`config.mk`:
```
export PLATFORM = sky130hd
export DESIGN_NAME = comparator
export DESIGN_NICKNAME = d
export VERILOG_FILES = /design/src/rtl/comparator.sv
export SDC_FILE = /design/constraint.sdc
export NUM_CORES = 1
export LEC_CHECK = 0
export CORE_AREA = 2 2 39 41
export DETAILED_ROUTE_END_ITERATION = 12
export DIE_AREA = 0 0 41 43
export PLACE_DENSITY = 0.73
export REMOVE_ABC_BUFFERS = 1
export SYNTH_ARGS = -nofsm -noshare
export SYNTH_HDL_FRONTEND = slang
export SYNTH_SLANG_ARGS = --single-unit
```
`constraint.sdc`:
```
create_clock -name clk -period 0.8 [get_ports clk]
set_clock_uncertainty 0.2 [all_clocks]
set_input_delay 0.24 -clock clk [delete_from_list [all_inputs] [get_ports clk]]
set_output_delay 0.24 -clock clk [all_outputs]
set_load 0.01 [all_outputs]
```
`src/rtl/comparator.sv`:
```
// Registered N-bit magnitude comparator (unsigned or two's-complement signed).
// The compare is a bit-sliced tree: per-bit greater/equal terms merged pairwise
// over log2(N) levels, MSB side taking priority at every merge.
module comparator #(
    parameter int N = 8
) (
    input  logic         clk,
    input  logic         rst,
    input  logic [N-1:0] A,
    input  logic [N-1:0] B,
    input  logic         D,
    input  logic         in_valid,
    output logic         gt,
    output logic         lt,
    output logic         eq,
    output logic         out_valid
);

    // Tree is built over the next power of two; padding leaves read as "equal"
    // so they never influence the result.
    localparam int L = (N < 2) ? 1 : $clog2(N);
    localparam int P = 1 << L;

    // Flipping both sign bits maps two's-complement ordering onto unsigned
    // ordering, so one unsigned tree serves both modes; equality is unaffected.
    logic [N-1:0] sign_flip;
    logic [N-1:0] a_x;
    logic [N-1:0] b_x;

    assign sign_flip = {D, {(N-1){1'b0}}};
    assign a_x       = A ^ sign_flip;
    assign b_x       = B ^ sign_flip;

    // Heap-ordered tree: node j has children 2j (more significant half) and
    // 2j+1 (less significant half); node 1 is the root; leaves sit at P..2P-1
    // with the MSB at index P.
    logic [2*P-1:1] g_t;
    logic [2*P-1:1] e_t;

    genvar gi;
    generate
        for (gi = 0; gi < P; gi++) begin : g_leaf
            if (gi < N) begin : g_real
                assign g_t[2*P-1-gi] = a_x[gi] & ~b_x[gi];
                assign e_t[2*P-1-gi] = ~(a_x[gi] ^ b_x[gi]);
            end else begin : g_pad
                assign g_t[2*P-1-gi] = 1'b0;
                assign e_t[2*P-1-gi] = 1'b1;
            end
        end

        for (gi = 1; gi < P; gi++) begin : g_node
            assign g_t[gi] = g_t[2*gi] | (e_t[2*gi] & g_t[2*gi+1]);
            assign e_t[gi] = e_t[2*gi] & e_t[2*gi+1];
        end
    endgenerate

    logic res_gt;
    logic res_eq;
    logic res_lt;

    assign res_gt = g_t[1];
    assign res_eq = e_t[1];
    assign res_lt = ~res_gt & ~res_eq;

    // Capture flags on accepted compares; flags hold otherwise, valid tracks in_valid.
    always_ff @(posedge clk or posedge rst) begin
        if (rst) begin
            gt        <= 1'b0;
            lt        <= 1'b0;
            eq        <= 1'b0;
            out_valid <= 1'b0;
        end else begin
            out_valid <= in_valid;
            if (in_valid) begin
                gt <= res_gt;
                lt <= res_lt;
                eq <= res_eq;
            end
        end
    end

endmodule

```
# --- Word level (Yosys, flattened, before mapping) ---
# Cells that the tools add are included.
totals:
  reg_bits: 4
  out_inout_bits: 4
  wordCells: 62
op_classes:
  bitwise: 58
ops:
  columns: ["op", "n"]
  rows:
  - ["$and 1x1->1", 23]
  - ["$not 1->1", 18]
  - ["$xor 8x8->8", 2]
  - ["$xor 1x1->1", 8]
  - ["$or 1x1->1", 7]

# --- Logic depth before layout (Yosys ltp) ---
# Gate-level depths: netlist of run 1.
depth:
  word_depth: 11
  ltp_mapped: 6

# --- Worst setup path after synthesis of run 1 ---
# No wires, ideal clock.
synth_timing:
  path_kind: "input to register"
  start: "in B[1]"
  end: "reg lt"
  setup_ns: 0.095
  arrival_ns: 1.192
  path_slack_ns: -0.687
  cell_stages: 6
  path_buffers: 0
  path_cell_list: "inv_1 -> ha_1 -> a211o_1 -> o211ai_2 -> a211oi_2 -> o32ai_2"
synth_between:
  elab_chain_len: 11
  word_cells_on_any_way: 17
  classes_between: "bitwise: 17"
synth_lines:
  columns: ["element", "line_no", "text"]
  rows:
  - ["start, declared", "10", "input logic [N-1:0] B,"]
  - ["$xor 8x8->8 *", "32", "assign b_x = B ^ sign_flip;"]
  - ["$xor 1x1->1", "45", "assign e_t[2*P-1-gi] = ~(a_x[gi] ^ b_x[gi]);"]
  - ["$not 1->1", "45", null]
  - ["$and 1x1->1", "53", "assign g_t[gi] = g_t[2*gi] | (e_t[2*gi] & g_t[2*gi+1]);"]
  - ["$or 1x1->1", "53", null]
  - ["$and 1x1->1", "53", null]
  - ["$or 1x1->1", "53", null]
  - ["$and 1x1->1", "53", null]
  - ["$or 1x1->1", "53", null]
  - ["$not 1->1", "64", "assign res_lt = ~res_gt & ~res_eq;"]
  - ["$and 1x1->1 *", "64", null]
  - ["end signal, assigned", "77", "lt <= res_lt;"]
  - ["end, declared", "14", "output logic lt,"]
# Every way passes the cells marked *; elsewhere a longest branch is shown, timed or not.
# A chain may end at the register's enable or synchronous reset.

# --- Final worst setup path of run 1 ---
layout_timing:
  start: "in A[7]"
  end: "reg gt"
layout_between:
  elab_chain_len: 7
  word_cells_on_any_way: 12
  classes_between: "bitwise: 12"
layout_lines:
  columns: ["element", "line_no", "text"]
  rows:
  - ["start, declared", "9", "input logic [N-1:0] A,"]
  - ["$xor 8x8->8 *", "31", "assign a_x = A ^ sign_flip;"]
  - ["$xor 1x1->1", "45", null]
  - ["$not 1->1", "45", null]
  - ["$and 1x1->1 (on tied branches)", "53, 54", null]
  - ["$or 1x1->1, or another cell as far along", "53", null]
  - ["$or 1x1->1 / $and 1x1->1 (equally long branches)", "53", null]
  - ["$or 1x1->1 *", "53", null]
  - ["end signal, assigned", "76", "gt <= res_gt;"]
  - ["end, declared", "13", "output logic gt,"]
# Marked as above.

==> metrics.md, run 1 <==
| Metric | Value |
|---|---|
| Chip Width | 41 um |
| Rows | 14 |
| Max Fclk | 710 MHz |
| Status | finished with violations |
| RSZ-0062 raised after global routing | true |
| Grt total ovfl | 0 |
| Worst hold margin | -0.0170 ns |
| Core Area | 1380 um^2 |
| EDFF count, synth | 0 |
| Max-slew violations | 0 |
| Pin count of the biggest net entering global routing | 5 |
| Synthesized instance count | 38 |
| Max_slew headroom | 84.7% |
| Period Utilization, post-route | 176% |
| Clock-pin slew on the worst setup and hold paths | 0.04 ns |
| Depth of the most critical reg-to-reg path | 3 |
| Via density | 4.44 |
| HPWL after detailed placement | 659 um |
| Vias in the first global route | 408 |
| #FFs+latches synth | 4 |
| Clk root buf | clkbuf_4 |
| Synth area leaders | dfrtp_1, ha_1, inv_1 |
| Worst Path Arrival | 1.38 ns |
| Hold Fails Final Rpt | 4 |
| Setup CP Type | input port to flip-flop |
| Top cell type's share of synthesized area | 27.2% |
| Worst EP required | 0.77 ns |
| Clock Latency Late Sink | 0.23 ns |
| Initial cell density of the core | 26.6% |
| DR vias | 377 |
| Layout area overhead | 101% |
| Final net count | 99 |
| Ant diodes | 0 |
| Leakage | 0.352 nW |
| Drt first pass iters | 2 |
| Sink Count | 4 |
| IO Port Bufs | 23 |
| Flop2flop setup slack | -0.38 ns |
| Io pins | 24 |
| Die area | 1760 um^2 |
| Critical path startpoint category | input port |
| R2r startpoint | gt$_DFFE_PP0P_ |
| Syn_area_per_cell | 9.68 um^2 |
| Htree depth | 1 |
| Final WL | 989 um |
| Antenna viol nets, final | 0 |
| Worst-margin pin slew | 0.228 ns |
| CTS tree | built |
| Max-cap viol count | 0 |
| Max clock buf depth | 2 |
| Post-synth cell types | 17 |
| Layout cell share with drive strength beyond 1 | 59.4% |
| Hold Crit Class | input port to asynchronous set/reset pin |
| Starting DRT DRC Count | 2 |
| Initial antenna violation count | 0 |
| Sequential area share after synthesis | 27.2% |
| Post-layout util | 53.4% |
| Final min period | 1.41 ns |
| Top FF cell, synth | dfrtp_1 |
| GRT Util Overall | 14.2% |
| Die height | 43 um |
| Final setup violation count | 7 |
| Mapped Area | 368 um^2 |
| FFs w/ async S/R, synth | 100% |
| Total CTS buffers | 3 |
| DR DRC count | 0 |
| Gp weighted congestion | 0.662 |
| CP max FO | 2 |
| RR Endpoint | gt$_DFFE_PP0P_ |
| PwrDens | 1190 nW/um^2 |
| Failing checks | hold timing, setup timing |
| Yosys top cell by area | dfrtp_1 |
| CP Capture Type | flip-flop |
| Routed len/inst | 11.6 um |
| VDD IR max | 0.000726 V |
| First-pass GRT wire length | 1670 um |
| Worst Setup Slack, final | -0.608 ns |
| Yosys warns | 0 |
==> kinds of logic after synthesis <==
kind of cell	share of synthesized area (%)
adder cells (fa/ha/maj)	27.2
multiplexers	3.06
AO/OA/AOI/OAI	18.4
flip-flops	27.2
XOR/XNOR	4.76
buffers and inverters	9.18
AND/OR/NAND/NOR	10.2
==> routing by layer <==
metal	vias to the layer above	routed length, um	GRT usage, %
met2	17	536	23.8
li1	192	-	-
met1	168	383	16.3
met5	-	0	0
met4	0	0	6.00
met3	0	69	3.14
==> flip-flops by register name, indices dropped and copies added (netlist names) <==
name,count
out_valid,1
lt,1
gt,1
eq,1
==> cells in the mapped netlist, types with 2 or more instances <==
| cell type | number |
|---|---|
| dfrtp_1 | 4 |
| nor2_1 | 2 |
| nand3_1 | 2 |
| nand2_1 | 2 |
| inv_1 | 9 |
| ha_1 | 8 |
==> layout make-up <==
cell class                      count  area, um^2
Fill cell                         137         644
Multi-Input combinational cell     25         342
Timing Repair Buffer               28         221
Sequential cell                     4         100
Inverter                            9        33.8
Clock buffer                        3        22.5
Tap cell                           16        20.0
==> worst max path at each step <==
stage,start,end,depth (start not counted)
4_1_cts,A[7],gt$_DFFE_PP0P_,6
3_3_place_gp,B[1],lt$_DFFE_PP0P_,7
6_report,A[7],gt$_DFFE_PP0P_,6
5_1_grt,A[7],gt$_DFFE_PP0P_,6
3_5_place_dp,D,eq$_DFFE_PP0P_,6
2_1_floorplan,B[1],lt$_DFFE_PP0P_,6
==> power breakdown <==
group / internal [W] / total [W] / switching (W)
Clock: 0.000168 / 0.000250 / 0.0000822
Sequential: 0.000224 / 0.000239 / 0.0000143
Combinational: 0.000224 / 0.000394 / 0.000170
==> cells in the final DEF, fill, tap and decap left out, types with 2 or more instances in the layout <==
cell and count:
clkbuf_2 2, inv_1 3, nand2_1 2, clkbuf_4 3, dfrtp_1 4, buf_2 6, ha_4 6, buf_4 5
buf_6 3, inv_2 6, dlygate4sd2_1 8, clkdlybuf4s15_1 3, nor2_2 2
==> worst max-delay path, cell delays in order <==
cell and delay [ns]:
buf_6 0.09, xor2_1 0.15, ha_1 0.34, nand3_4 0.10, a211oi_4 0.26, o22a_2 0.20
==> metrics by stage <==
stage	setup WS, ns	instances	setup TNS (ns)	power, W	instance area (um^2)
after floorplan	-0.687	38	-2.12	0.000374	368
after global routing	-0.637	85	-3.50	0.000948	739
final	-0.608	85	-3.28	0.000882	739
after CTS	-0.586	83	-3.27	0.000849	713
after detailed placement	-1.27	79	-6.07	0.000544	633
after global placement	-1.21	79	-5.99	0.000541	633
==> timing repair <==
| action | CTS | global route |
|---|---|---|
| resized for setup | 68 | 9 |
| buffers inserted | 1 | 2 |
| setup endpoints to repair | 8 | 7 |
| pin swaps | 13 | 8 |
| endpoints found under the hold margin | 4 | 2 |
No activity file was read; power rests on OpenSTA's default activity.
==> inputs of run 2 (changes only) <==
Settings changed: CORE_AREA 2 2 39 41 to 10 10 47 49, DIE_AREA 0 0 41 43 to 0 0 57 59.
==> run 2 against run 1 <==
The run ends with setup timing left. Hold slack improved by 0.025 ns. First-iteration DRC count did not move. Sequential share of layout area grew 0.38 points. Register-to-register slack improved by 0.09 ns. Sequential cell count stayed put. Utilization shrank 2.1 points. Sequential power barely moved. Count of clock-buffer cells in the layout stayed put. Fmax rose by 5.5%. Final cell count down 1.2%.
==> metrics.md, run 2 (same netlist as run 1, synthesis figures left out) <==
| Metric | Value |
|---|---|
| DR vias | 377 (unchanged) |
| Worst path max stage delay | 0.31 ns (-0.03 ns) |
| Antenna viol nets, final | 0 (unchanged) |
| Pin count of the biggest net entering global routing | 5 (unchanged) |
| Grt total ovfl | 0 (unchanged) |
| Clock-pin slew on the worst setup and hold paths | 0.04 ns (about the same) |
| IO Port Bufs | 23 (unchanged) |
| Failing checks | setup timing |
| Max_slew headroom | 85.0% (+0.25 points) |
| Max-cap viol count | 0 (unchanged) |
| Sink Count | 4 (unchanged) |
| CTS tree | built |
| Internal power | 0.000588 W (-4.6%) |
| Vias in the first global route | 408 (unchanged) |
| Combinational Power Share | 41.1% (-3.5 points) |
| GRT Util Overall | 6.15% (-8.1 points) |
| RSZ-0062 raised after global routing | true |
| Hold Fails Final Rpt | 0 (-4) |
| Period Utilization, post-route | 167% (-9.2 points) |
| Slowest CP cell | ha_2 |
| Layout cell share with drive strength beyond 1 | 52.9% (-6.5 points) |
| Final min period | 1.33 ns (-0.0735 ns) |
| Max-slew violations | 0 (unchanged) |
| Final WL | 1140 um (+16%) |
| Via density | 4.49 (+1.2%) |
| Worst Setup Slack, final | -0.534 ns (+0.0735 ns) |
| Clock Latency Late Sink | 0.23 ns (about the same) |
| Htree depth | 1 (unchanged) |
| Commonest cells after routing, fill and taps aside | dlygate4sd2_1, inv_1, clkdlybuf4s15_1, buf_6, buf_2 |
| Final net count | 98 (-1.0%) |
| Routed len/inst | 13.6 um (+17%) |
| Drt first pass iters | 2 (unchanged) |
| Worst Path Arrival | 1.24 ns (-0.14 ns) |
| Worst EP required | 0.71 ns (-0.06 ns) |
| Rows | 14 (unchanged) |
| Starting DRT DRC Count | 2 (unchanged) |
| Die height | 59 um (+37%) |
| Total power | 0.000824 W (-6.6%) |
| Max Fclk | 749 MHz (+5.5%) |
| Io pins | 24 (unchanged) |
| Fin Setup TNS | -3.09 ns (+0.187 ns) |
| Critical path startpoint category | input port |
| Seq pwr share | 28.7% (+1.7 points) |
| R2r startpoint | eq$_DFFE_PP0P_ |
| Hold Crit Class | input port to asynchronous set/reset pin |
| Die area | 3360 um^2 (+91%) |
| Worst-margin pin slew | 0.225 ns (-0.00340 ns) |
| CP max FO | 2 (unchanged) |
| Final setup violation count | 7 (unchanged) |
| CP Capture Type | flip-flop |
| PwrDens | 1150 nW/um^2 (-4.0%) |
| Fillers | 145 (+5.8%) |
| Max clock buf depth | 2 (unchanged) |
| Switching Share | 28.7% (-1.5 points) |
| HPWL after detailed placement | 841 um (+28%) |
| Chip Width | 57 um (+39%) |
| Clk root buf | clkbuf_4 |
| Layout area overhead | 95.6% |
| Most common cell after layout, fill and taps aside | dlygate4sd2_1 |
| NetSw | 0.000236 W (-11%) |
| DR DRC count | 0 (unchanged) |
| Crit-path cells | dlygate4sd2_1, ha_2, nand3_2, nor3_4, o32ai_2 |
| Ant diodes | 0 (unchanged) |
| Core Area | 1400 um^2 (+1.3%) |
| Setup CP Type | input port to flip-flop |
| Status | finished with violations |
| Initial antenna violation count | 0 (unchanged) |
| Crit. Startpoint | A[5] |
| Total CTS buffers | 3 (unchanged) |
| First-pass GRT wire length | 1610 um (-3.7%) |
| Dpl ws | -1.24 ns (+0.0253 ns) |
| Leakage | 0.362 nW (+2.7%) |
| VDD IR max | 0.000784 V (+7.9%) |
| Clock share of power | 30.3% (+2.0 points) |
| Gp weighted congestion | 0.634 (-4.3%) |
| Final Instance Area | 719 um^2 (-2.7%) |
| Placed Area | 633 um^2 (unchanged) |
| Initial cell density of the core | 26.3% (-0.33 points) |
-- run 2: metrics by stage --
stage               std cells  hold WS [ns]  utilization, %
floorplan                  38        -0.194               -
global placement           79         0.235            45.2
detailed placement         79         0.239            45.2
CTS                        83      -0.00472            49.1
global route               84       0.00203            51.3
finish                     84       0.00845            51.3
-- run 2: timing repair --
| action | CTS | global route |
|---|---|---|
| buffers inserted | 1 | 1 |
| setup endpoints to repair | 8 | 7 |
| pin swaps | 16 | 3 |
| gates resized for setup | 71 | 6 |
| hold endpoints to repair | 4 | 0 |
-- run 2: power by group through the flow --
| stage | logic [W] | clock network [W] | registers (W) |
|---|---|---|---|
| 2_1_floorplan | 0.000127 | 0 | 0.000247 |
| 3_3_place_gp | 0.000306 | 0 | 0.000237 |
| 3_5_place_dp | 0.000310 | 0 | 0.000235 |
| 4_1_cts | 0.000320 | 0.000265 | 0.000234 |
| 5_1_grt | 0.000378 | 0.000268 | 0.000237 |
| 6_report | 0.000339 | 0.000249 | 0.000236 |
-- run 2: worst paths after layout --
check	to	slack, ns	depth (start not counted)
max	lt$_DFFE_PP0P_	-0.53	5
min	eq$_DFFE_PP0P_	0.008	2
max reg2reg	eq$_DFFE_PP0P_	-0.29	2
min reg2reg	lt$_DFFE_PP0P_	0.32	2
max in group asynchronous	gt$_DFFE_PP0P_	0.24	2
min in group clk	out_valid$_DFF_PP0_	0.26	2
-- run 2: worst max-delay path, delay by kind of cell --
kind / cells / cell delay [ns]
fa+ha+maj: 1 / 0.31
buf+inv: 1 / 0.24
simple gates: 2 / 0.34
compound gates: 1 / 0.11
-- run 2: cell type report --
cell class | count | area, um^2 | share of cell area, %
multi-input cells | 25 | 312 | 43.3
repair buffers | 27 | 229 | 31.8
flip-flops and latches | 4 | 100 | 13.9
inverters | 9 | 36.3 | 5.04
clock buffers | 3 | 22.5 | 3.13
well taps | 16 | 20.0 | 2.78
-- run 2: per-layer routing --
layer	wire, um	part of all wire, %	up-vias	global-route usage, %
li1	-	-	191	-
met1	418	37	169	5.50
met2	620	54	15	10.5
met3	96	8.4	2	3.43
met4	8	0.70	0	4.03
met5	0	0	-	0
